--- src/rtl/sram_bist_pkg.sv ---
// sram_bist_pkg: shared types and the March C- element table for the SRAM BIST
// Provides: state_t (sequencer states), op_t (bus operation), elem_t/ELEMS
// (direction, two-op flag and per-op polarity per element), cmp_tag_t (compare entry).
package sram_bist_pkg;
  typedef enum logic [1:0] {S_IDLE, S_RUN, S_DRAIN, S_DONE} state_t;
  // bit 1 = write, bit 0 = complement background
  typedef enum logic [1:0] {RD_P = 2'b00, RD_Q = 2'b01, WR_P = 2'b10, WR_Q = 2'b11} op_t;
  typedef struct packed {
    logic down;
    logic two;
    op_t  op0;
    op_t  op1;
  } elem_t;
  typedef struct packed {
    logic       valid;
    logic [2:0] elem;
    logic       inv;
  } cmp_tag_t;
  // entries 6/7 never run; they mirror E5 so the table is fully indexable
  localparam elem_t [0:7] ELEMS = '{
    '{1'b0, 1'b0, WR_P, WR_P},
    '{1'b0, 1'b1, RD_P, WR_Q},
    '{1'b0, 1'b1, RD_Q, WR_P},
    '{1'b1, 1'b1, RD_P, WR_Q},
    '{1'b1, 1'b1, RD_Q, WR_P},
    '{1'b0, 1'b0, RD_P, RD_P},
    '{1'b0, 1'b0, RD_P, RD_P},
    '{1'b0, 1'b0, RD_P, RD_P}
  };
endpackage

--- src/rtl/sram_bist_cmp.sv ---
// sram_bist_cmp: read-compare pipeline, error counter and first-failure capture
// In: read tag/address of the op on the bus, latched sel/pattern, flattened dout0,
// flush (drop in-flight compares), clr (clear results). Out: hit, err_count, fail_*.
module sram_bist_cmp
  import sram_bist_pkg::*;
#(
  parameter int ADDR_W   = 10,
  parameter int DATA_W   = 32,
  parameter int N_MACROS = 16,
  parameter int READ_LAT = 1,
  parameter int ERR_W    = 16,
  parameter int SEL_W    = 4
) (
  input  logic                         clk,
  input  logic                         resetn,
  input  logic                         flush,
  input  logic                         clr,
  input  logic                         rd_vld,
  input  logic [2:0]                   rd_elem,
  input  logic                         rd_inv,
  input  logic [ADDR_W-1:0]            rd_addr,
  input  logic [SEL_W-1:0]             sel,
  input  logic [DATA_W-1:0]            pat,
  input  logic [N_MACROS*DATA_W-1:0]   dout0,
  output logic                         hit,
  output logic [ERR_W-1:0]             err_count,
  output logic                         fail_valid,
  output logic [ADDR_W-1:0]            fail_addr,
  output logic [DATA_W-1:0]            fail_data,
  output logic [2:0]                   fail_elem
);
  cmp_tag_t          tag [READ_LAT];
  logic [ADDR_W-1:0] adr [READ_LAT];
  logic [DATA_W-1:0] slice;
  // an out-of-range macro reads as zero so the test is guaranteed to fail
  assign slice = int'(sel) < N_MACROS ? dout0[int'(sel)*DATA_W +: DATA_W] : '0;
  assign hit = tag[READ_LAT-1].valid && !flush &&
               slice != (tag[READ_LAT-1].inv ? ~pat : pat);
  always_ff @(posedge clk) begin
    if (!resetn || flush) begin
      for (int i = 0; i < READ_LAT; i++) tag[i] <= '0;
    end else begin
      tag[0] <= '{valid: rd_vld, elem: rd_elem, inv: rd_inv};
      for (int i = 1; i < READ_LAT; i++) tag[i] <= tag[i-1];
    end
  end
  always_ff @(posedge clk) begin
    adr[0] <= rd_addr;
    for (int i = 1; i < READ_LAT; i++) adr[i] <= adr[i-1];
  end
  always_ff @(posedge clk) begin
    if (!resetn || clr) begin
      err_count  <= '0;
      fail_valid <= 1'b0;
      fail_addr  <= '0;
      fail_data  <= '0;
      fail_elem  <= '0;
    end else if (hit) begin
      err_count <= err_count + ERR_W'(!(&err_count));
      if (!fail_valid) begin
        fail_valid <= 1'b1;
        fail_addr  <= adr[READ_LAT-1];
        fail_data  <= slice;
        fail_elem  <= tag[READ_LAT-1].elem;
      end
    end
  end
endmodule

--- src/rtl/sram_march_bist.sv ---
// sram_march_bist: March C- BIST sequencer driving the shared OpenRAM port-0 bus
// In: clk, resetn, start, abort, macro_sel, depth_m1, pattern, dout0.
// Out: addr0/din0/web0/wmask0/csb0 (SRAM bus), busy, done, pass, err_count, fail_*.
module sram_march_bist
  import sram_bist_pkg::*;
#(
  parameter int ADDR_W   = 10,
  parameter int DATA_W   = 32,
  parameter int WMASK_W  = 4,
  parameter int N_MACROS = 16,
  parameter int READ_LAT = 1,
  parameter int ERR_W    = 16,
  localparam int SEL_W   = N_MACROS > 1 ? $clog2(N_MACROS) : 1
) (
  input  logic                       clk,
  input  logic                       resetn,
  input  logic                       start,
  input  logic                       abort,
  input  logic [SEL_W-1:0]           macro_sel,
  input  logic [ADDR_W-1:0]          depth_m1,
  input  logic [DATA_W-1:0]          pattern,
  input  logic [N_MACROS*DATA_W-1:0] dout0,
  output logic [ADDR_W-1:0]          addr0,
  output logic [DATA_W-1:0]          din0,
  output logic                       web0,
  output logic [WMASK_W-1:0]         wmask0,
  output logic [N_MACROS-1:0]        csb0,
  output logic                       busy,
  output logic                       done,
  output logic                       pass,
  output logic [ERR_W-1:0]           err_count,
  output logic                       fail_valid,
  output logic [ADDR_W-1:0]          fail_addr,
  output logic [DATA_W-1:0]          fail_data,
  output logic [2:0]                 fail_elem
);
  state_t              state;
  logic [SEL_W-1:0]    sel;
  logic [ADDR_W-1:0]   dm1;
  logic [DATA_W-1:0]   pat;
  logic [2:0]          elem;
  logic                ph;
  logic                rd_vld;
  logic                rd_inv;
  logic [1:0]          dcnt;
  logic                hit;
  logic                start_ok;
  logic                step_in;
  logic                last_addr;
  logic                fin;
  logic                drv;
  logic [2:0]          n_elem;
  logic [ADDR_W-1:0]   n_addr;
  logic                n_ph;
  op_t                 n_op;
  logic [SEL_W-1:0]    n_sel;
  logic [DATA_W-1:0]   n_pat;
  logic [N_MACROS-1:0] n_csb;
  // addr0/elem/ph always hold the op currently on the bus; next op is derived from them
  always_comb begin
    start_ok  = start && (state == S_IDLE || state == S_DONE);
    step_in   = ELEMS[elem].two && !ph;
    last_addr = ELEMS[elem].down ? (addr0 == '0) : (addr0 == dm1);
    fin       = state == S_RUN && !step_in && last_addr && elem == 3'd5;
    drv       = start_ok || (state == S_RUN && !fin);
    n_elem    = start_ok ? 3'd0 : (step_in || !last_addr) ? elem : elem + 3'd1;
    n_addr    = start_ok ? '0 : step_in ? addr0 :
                !last_addr ? (ELEMS[elem].down ? addr0 - ADDR_W'(1) : addr0 + ADDR_W'(1)) :
                ELEMS[n_elem].down ? dm1 : '0;
    n_ph      = !start_ok && step_in;
    n_op      = n_ph ? ELEMS[n_elem].op1 : ELEMS[n_elem].op0;
    n_sel     = start_ok ? macro_sel : sel;
    n_pat     = start_ok ? pattern : pat;
    // a select beyond the array shifts the one out, leaving every csb high
    n_csb     = ~(N_MACROS'(1) << n_sel);
  end
  always_ff @(posedge clk) begin
    if (!resetn) begin
      state  <= S_IDLE;
      sel    <= '0;
      dm1    <= '0;
      pat    <= '0;
      elem   <= '0;
      ph     <= 1'b0;
      dcnt   <= '0;
      rd_vld <= 1'b0;
      rd_inv <= 1'b0;
      addr0  <= '0;
      din0   <= '0;
      web0   <= 1'b1;
      wmask0 <= '0;
      csb0   <= '1;
      busy   <= 1'b0;
      done   <= 1'b0;
      pass   <= 1'b0;
    end else if (abort) begin
      state  <= S_IDLE;
      csb0   <= '1;
      web0   <= 1'b1;
      wmask0 <= '0;
      rd_vld <= 1'b0;
      busy   <= 1'b0;
      done   <= 1'b0;
    end else begin
      if (start_ok) begin
        sel   <= macro_sel;
        dm1   <= depth_m1;
        pat   <= pattern;
        state <= S_RUN;
        busy  <= 1'b1;
        done  <= 1'b0;
        pass  <= 1'b0;
      end
      if (drv) begin
        elem   <= n_elem;
        ph     <= n_ph;
        addr0  <= n_addr;
        din0   <= n_op[0] ? ~n_pat : n_pat;
        web0   <= !n_op[1];
        wmask0 <= {WMASK_W{n_op[1]}};
        csb0   <= n_csb;
        rd_vld <= !n_op[1];
        rd_inv <= n_op[0];
      end else begin
        csb0   <= '1;
        web0   <= 1'b1;
        wmask0 <= '0;
        rd_vld <= 1'b0;
      end
      if (fin) begin
        state <= S_DRAIN;
        dcnt  <= '0;
      end
      if (state == S_DRAIN) begin
        dcnt <= dcnt + 2'd1;
        if (dcnt == 2'(READ_LAT - 1)) begin
          state <= S_DONE;
          busy  <= 1'b0;
          done  <= 1'b1;
          // the last compare lands on this same edge
          pass  <= err_count == '0 && !hit;
        end
      end
    end
  end
  sram_bist_cmp #(
    .ADDR_W(ADDR_W), .DATA_W(DATA_W), .N_MACROS(N_MACROS),
    .READ_LAT(READ_LAT), .ERR_W(ERR_W), .SEL_W(SEL_W)
  ) u_cmp (
    .clk(clk),
    .resetn(resetn),
    .flush(abort),
    .clr(start_ok && !abort),
    .rd_vld(rd_vld),
    .rd_elem(elem),
    .rd_inv(rd_inv),
    .rd_addr(addr0),
    .sel(sel),
    .pat(pat),
    .dout0(dout0),
    .hit(hit),
    .err_count(err_count),
    .fail_valid(fail_valid),
    .fail_addr(fail_addr),
    .fail_data(fail_data),
    .fail_elem(fail_elem)
  );
endmodule

--- config.mk ---
export PLATFORM = sky130hd
export DESIGN_NAME = sram_march_bist
export DESIGN_NICKNAME = d
export VERILOG_FILES = /design/src/rtl/sram_bist_pkg.sv /design/src/rtl/sram_bist_cmp.sv /design/src/rtl/sram_march_bist.sv
export SDC_FILE = /design/constraint.sdc
export NUM_CORES = 1
export LEC_CHECK = 0
export CORE_AREA = 2 2 268 270
export CTS_BUF_LIST = sky130_fd_sc_hd__clkbuf_8
export DETAILED_ROUTE_END_ITERATION = 10
export DIE_AREA = 0 0 270 272
export GPL_ROUTABILITY_DRIVEN = 0
export SYNTH_ARGS = -nofsm -noshare
export SYNTH_HDL_FRONTEND = slang
export SYNTH_HIERARCHICAL = 1
export SYNTH_SLANG_ARGS = --single-unit
--- constraint.sdc ---
create_clock -name clk -period 3.99 [get_ports clk]
set_input_delay 0.798 -clock clk [delete_from_list [all_inputs] [get_ports clk]]
set_output_delay 0.798 -clock clk [all_outputs]
set_load 0.02 [all_outputs]
==> impl_metrics.toml <==
[status]
status = "completed"

[die]
ios = 690
die-area_um2 = 73440
die_h_um = 272
die_x_um = 270
core_um2 = 70750
num_rows = 98
start_util_pct = 20.87

[worst_setup_path]
timing.rr.start = "sel[0]"
r2r_setup_slack_ps = 230
arrival_ps = 4210
endpoint = "u_cmp/fail_addr[1]"
start_kind = "input pin"
crit_start = "dout0[407]"
endpoint_kind = "register"
worstPathRequired_ps = 4410
path_max_fanout = 26
reg2reg_depth = 12
reg2reg_to = "u_cmp/err_count[9]"
path_class = "in2reg"

[route]
dr.pass1.iters = 8
antenna_left = 0
drc = 0
initialDrtViolationCount = 1447
wl_per_cell_um = 27.73
via_per_inst = 5.031
wl_um = 92070
vias = 16700

[yosys]
synth_edf_count = 0
syn-cell-area_um2 = 14770
ys_seq_area_share_pct = 26.57
async_reset_ff_share_pct = 0
synth_warnings = 6
synth_cell_types = 83
syn_avg_cell_area_um2 = 9.121
syn_nets = 2199
syn_inst = 1619
synth_ff_type = "dfxtp_1"
synth_seq_cells = 196

[pwr]
switching_power_mw = 1.833
p_leak_nw = 8.550
p_comb_share_pct = 36.0
p_total_mw = 5.495
peakVddDrop_mv = 0.1977
clock_power_share_pct = 26.3
swShare_pct = 33.37
p_per_area_nw_per_um2 = 230.2
power_frac_seq_pct = 37.7
p_int_mw = 3.661

[sta]
tightest_slew_ps = 840.4
skew_ps = 21.01
setup_slack_ps = 198.1
final_hold_viol_count = 0
drv_slew = 0
max_slew_margin_pct = 43.85
fmax_mhz = 263.7
setup-violations-final = 0
rsz0062_at_grt = "no"
hold-worst-slack_ps = 443.0
post-route-period-util_pct = 95.03
period_minus_slack_ps = 3792

[grt]
grt-ovfl-total = 0
grt_pass1_vias = 16540
grt_usage_pct = 24.14
grt_max_degree = 80
grt_pass1_wl_um = 126700
antenna_found_initial = 51

[layout]
final_cell_area_um2 = 23870
fin_util_pct = 33.73
drive_gt1_share_pct = 13.48
nets = 2912
synthToLayoutAreaGrowth_pct = 61.62

[clocking]
cts_tree = "done"
numClockSinks = 196
postCtsHoldBufs = 0
htreeDepth = 4
root_buffer = "clkbuf_8"
path_clk_slew_ps = 110
cts_made_buffers = 17
clk_path_buf_depth = 2
clock_latency_ps = 490

[placed_design]
place_area_um2 = 23230
pre_cts_slack_ps = -506.4
dp_hpwl_um = 79010
io_buffers = 689

[worst_hold_path]
hp-class = "reg2reg"

[flow_run]
drv_cap = 0
-- critical path, cell delays in order --
cell and delay, ps:
clkdlybuf4s50_1 500, mux4_2 500, mux2_2 310, a221o_1 330, o31a_1 310, a2111oi_2 340, buf_4 170, and3_4 210
a21oi_2 110, nand2_2 150, buf_12 220, mux2i_1 220
-- cell type report --
cell class | count | area (µm²)
Sequential cell | 196 | 3938
Multi-Input combinational cell | 1259 | 10030
Antenna cell | 25 | 62.56
Timing Repair Buffer | 826 | 8078
Tap cell | 950 | 1189
Fill cell | 7292 | 46890
Clock buffer | 17 | 234.0
Clock inverter | 15 | 214.0
Inverter | 32 | 120.1
-- logic make-up (layout without fill, tap and decap cells) --
kind of cell             count (synthesis)  after routing  synth area share (%)
flip-flops                             196            196                 26.57
XOR/XNOR                                73             73                 4.330
AND/OR/NAND/NOR                        527            527                 16.56
other                                    0             25                     0
AO/OA/AOI/OAI                          367            367                 18.16
multiplexers                           274            274                 26.86
adder cells (fa/ha/maj)                 18             18                 1.576
buffers and inverters                  164            890                 5.940
-- stage by stage --
stage	TNS, ps	instances
after global placement	-20570	3257
after global routing	0	3306
final	0	3320
after detailed placement	-21920	3257
after floorplan	0	1619
after CTS	0	3291
-- worst min path at each step --
stage / from / end / slack (ps) / depth (start not counted)
floorplan: rd_vld / u_cmp/tag[0][4] / 410 / 1
global placement: u_cmp/adr[0][1] / u_cmp/fail_addr[1] / 420 / 2
detailed placement: u_cmp/adr[0][5] / u_cmp/fail_addr[5] / 430 / 2
CTS: u_cmp/adr[0][5] / u_cmp/fail_addr[5] / 440 / 2
global route: u_cmp/adr[0][5] / u_cmp/fail_addr[5] / 450 / 2
finish: u_cmp/adr[0][5] / u_cmp/fail_addr[5] / 440 / 2
-- synthesized netlist by cell type (10+ instances only) --
master / instances / area, µm²
inv_1: 31 / 116.4
nor2b_1: 13 / 81.33
mux2_2: 12 / 135.1
nor3_1: 24 / 120.1
ha_1: 17 / 212.7
nand4_1: 17 / 106.4
clkbuf_1: 58 / 217.7
a21boi_0: 49 / 367.9
and2_1: 10 / 62.56
nand2b_1: 21 / 131.4
a22oi_1: 28 / 210.2
nor2_1: 79 / 296.5
buf_4: 11 / 82.58
nand2_1: 254 / 953.4
nand3_1: 34 / 170.2
mux4_2: 92 / 2072
buf_6: 19 / 214.0
xnor2_1: 50 / 437.9
dfxtp_1: 196 / 3924
a32o_1: 32 / 320.3
or3_1: 37 / 231.5
o211ai_1: 11 / 82.58
mux2i_1: 166 / 1662
o21ai_0: 75 / 375.4
xor2_1: 23 / 201.4
a21oi_1: 41 / 205.2
a221o_1: 12 / 120.1
buf_2: 25 / 125.1
buf_1: 14 / 52.55
-- flip-flops by register name (all words and copies together) (netlist names), 2 cells and up --
name and count:
state 2, dm1 10, sel 4, u_cmp/err_count 16, u_cmp/fail_elem 3, u_cmp/tag 5, u_cmp/fail_addr 10, addr0 10
elem 3, pat 32, u_cmp/adr 10, csb0 16, u_cmp/fail_data 32, dcnt 2, din0 32
-- power groups by stage --
stage | clock network, mW | registers [mW] | logic (mW)
final | 1.45 | 2.07 | 1.98
after CTS | 1.49 | 2.08 | 1.95
after global routing | 1.57 | 2.08 | 2.08
after floorplan | 0 | 2.11 | 0.823
after global placement | 0 | 2.12 | 1.91
after detailed placement | 0 | 2.12 | 1.93
-- placed cells by master, fill, tap and decap left out, types with 30 or more instances in the layout --
master,instances
o21ai_0,75
mux4_2,93
clkdlybuf4s50_1,688
nor2_1,79
xnor2_1,50
a21oi_1,40
buf_4,123
a32o_1,32
nand3_1,34
a21boi_0,49
or3_1,37
nand2_1,254
dfxtp_1,191
inv_1,30
mux2i_1,166
-- metal layers --
layer  vias up  GRT usage (%)  wire length, µm  part of all wire, %
met4        38          5.760             2399                  2.6
met3       141          8.349             8907                  9.7
met2       938          38.93            41240                   45
met5         -              0              256                 0.28
met1      8089          30.87            39260                   43
li1       7498              -                -                    -
-- timing repair --
item	in CTS	in global routing
pin swaps	0	0
hold endpoints to repair	0	0
setup buffers	2	4
setup endpoints to repair	18	62
gates resized for setup	0	11
Power figures use the tool's default switching activity.
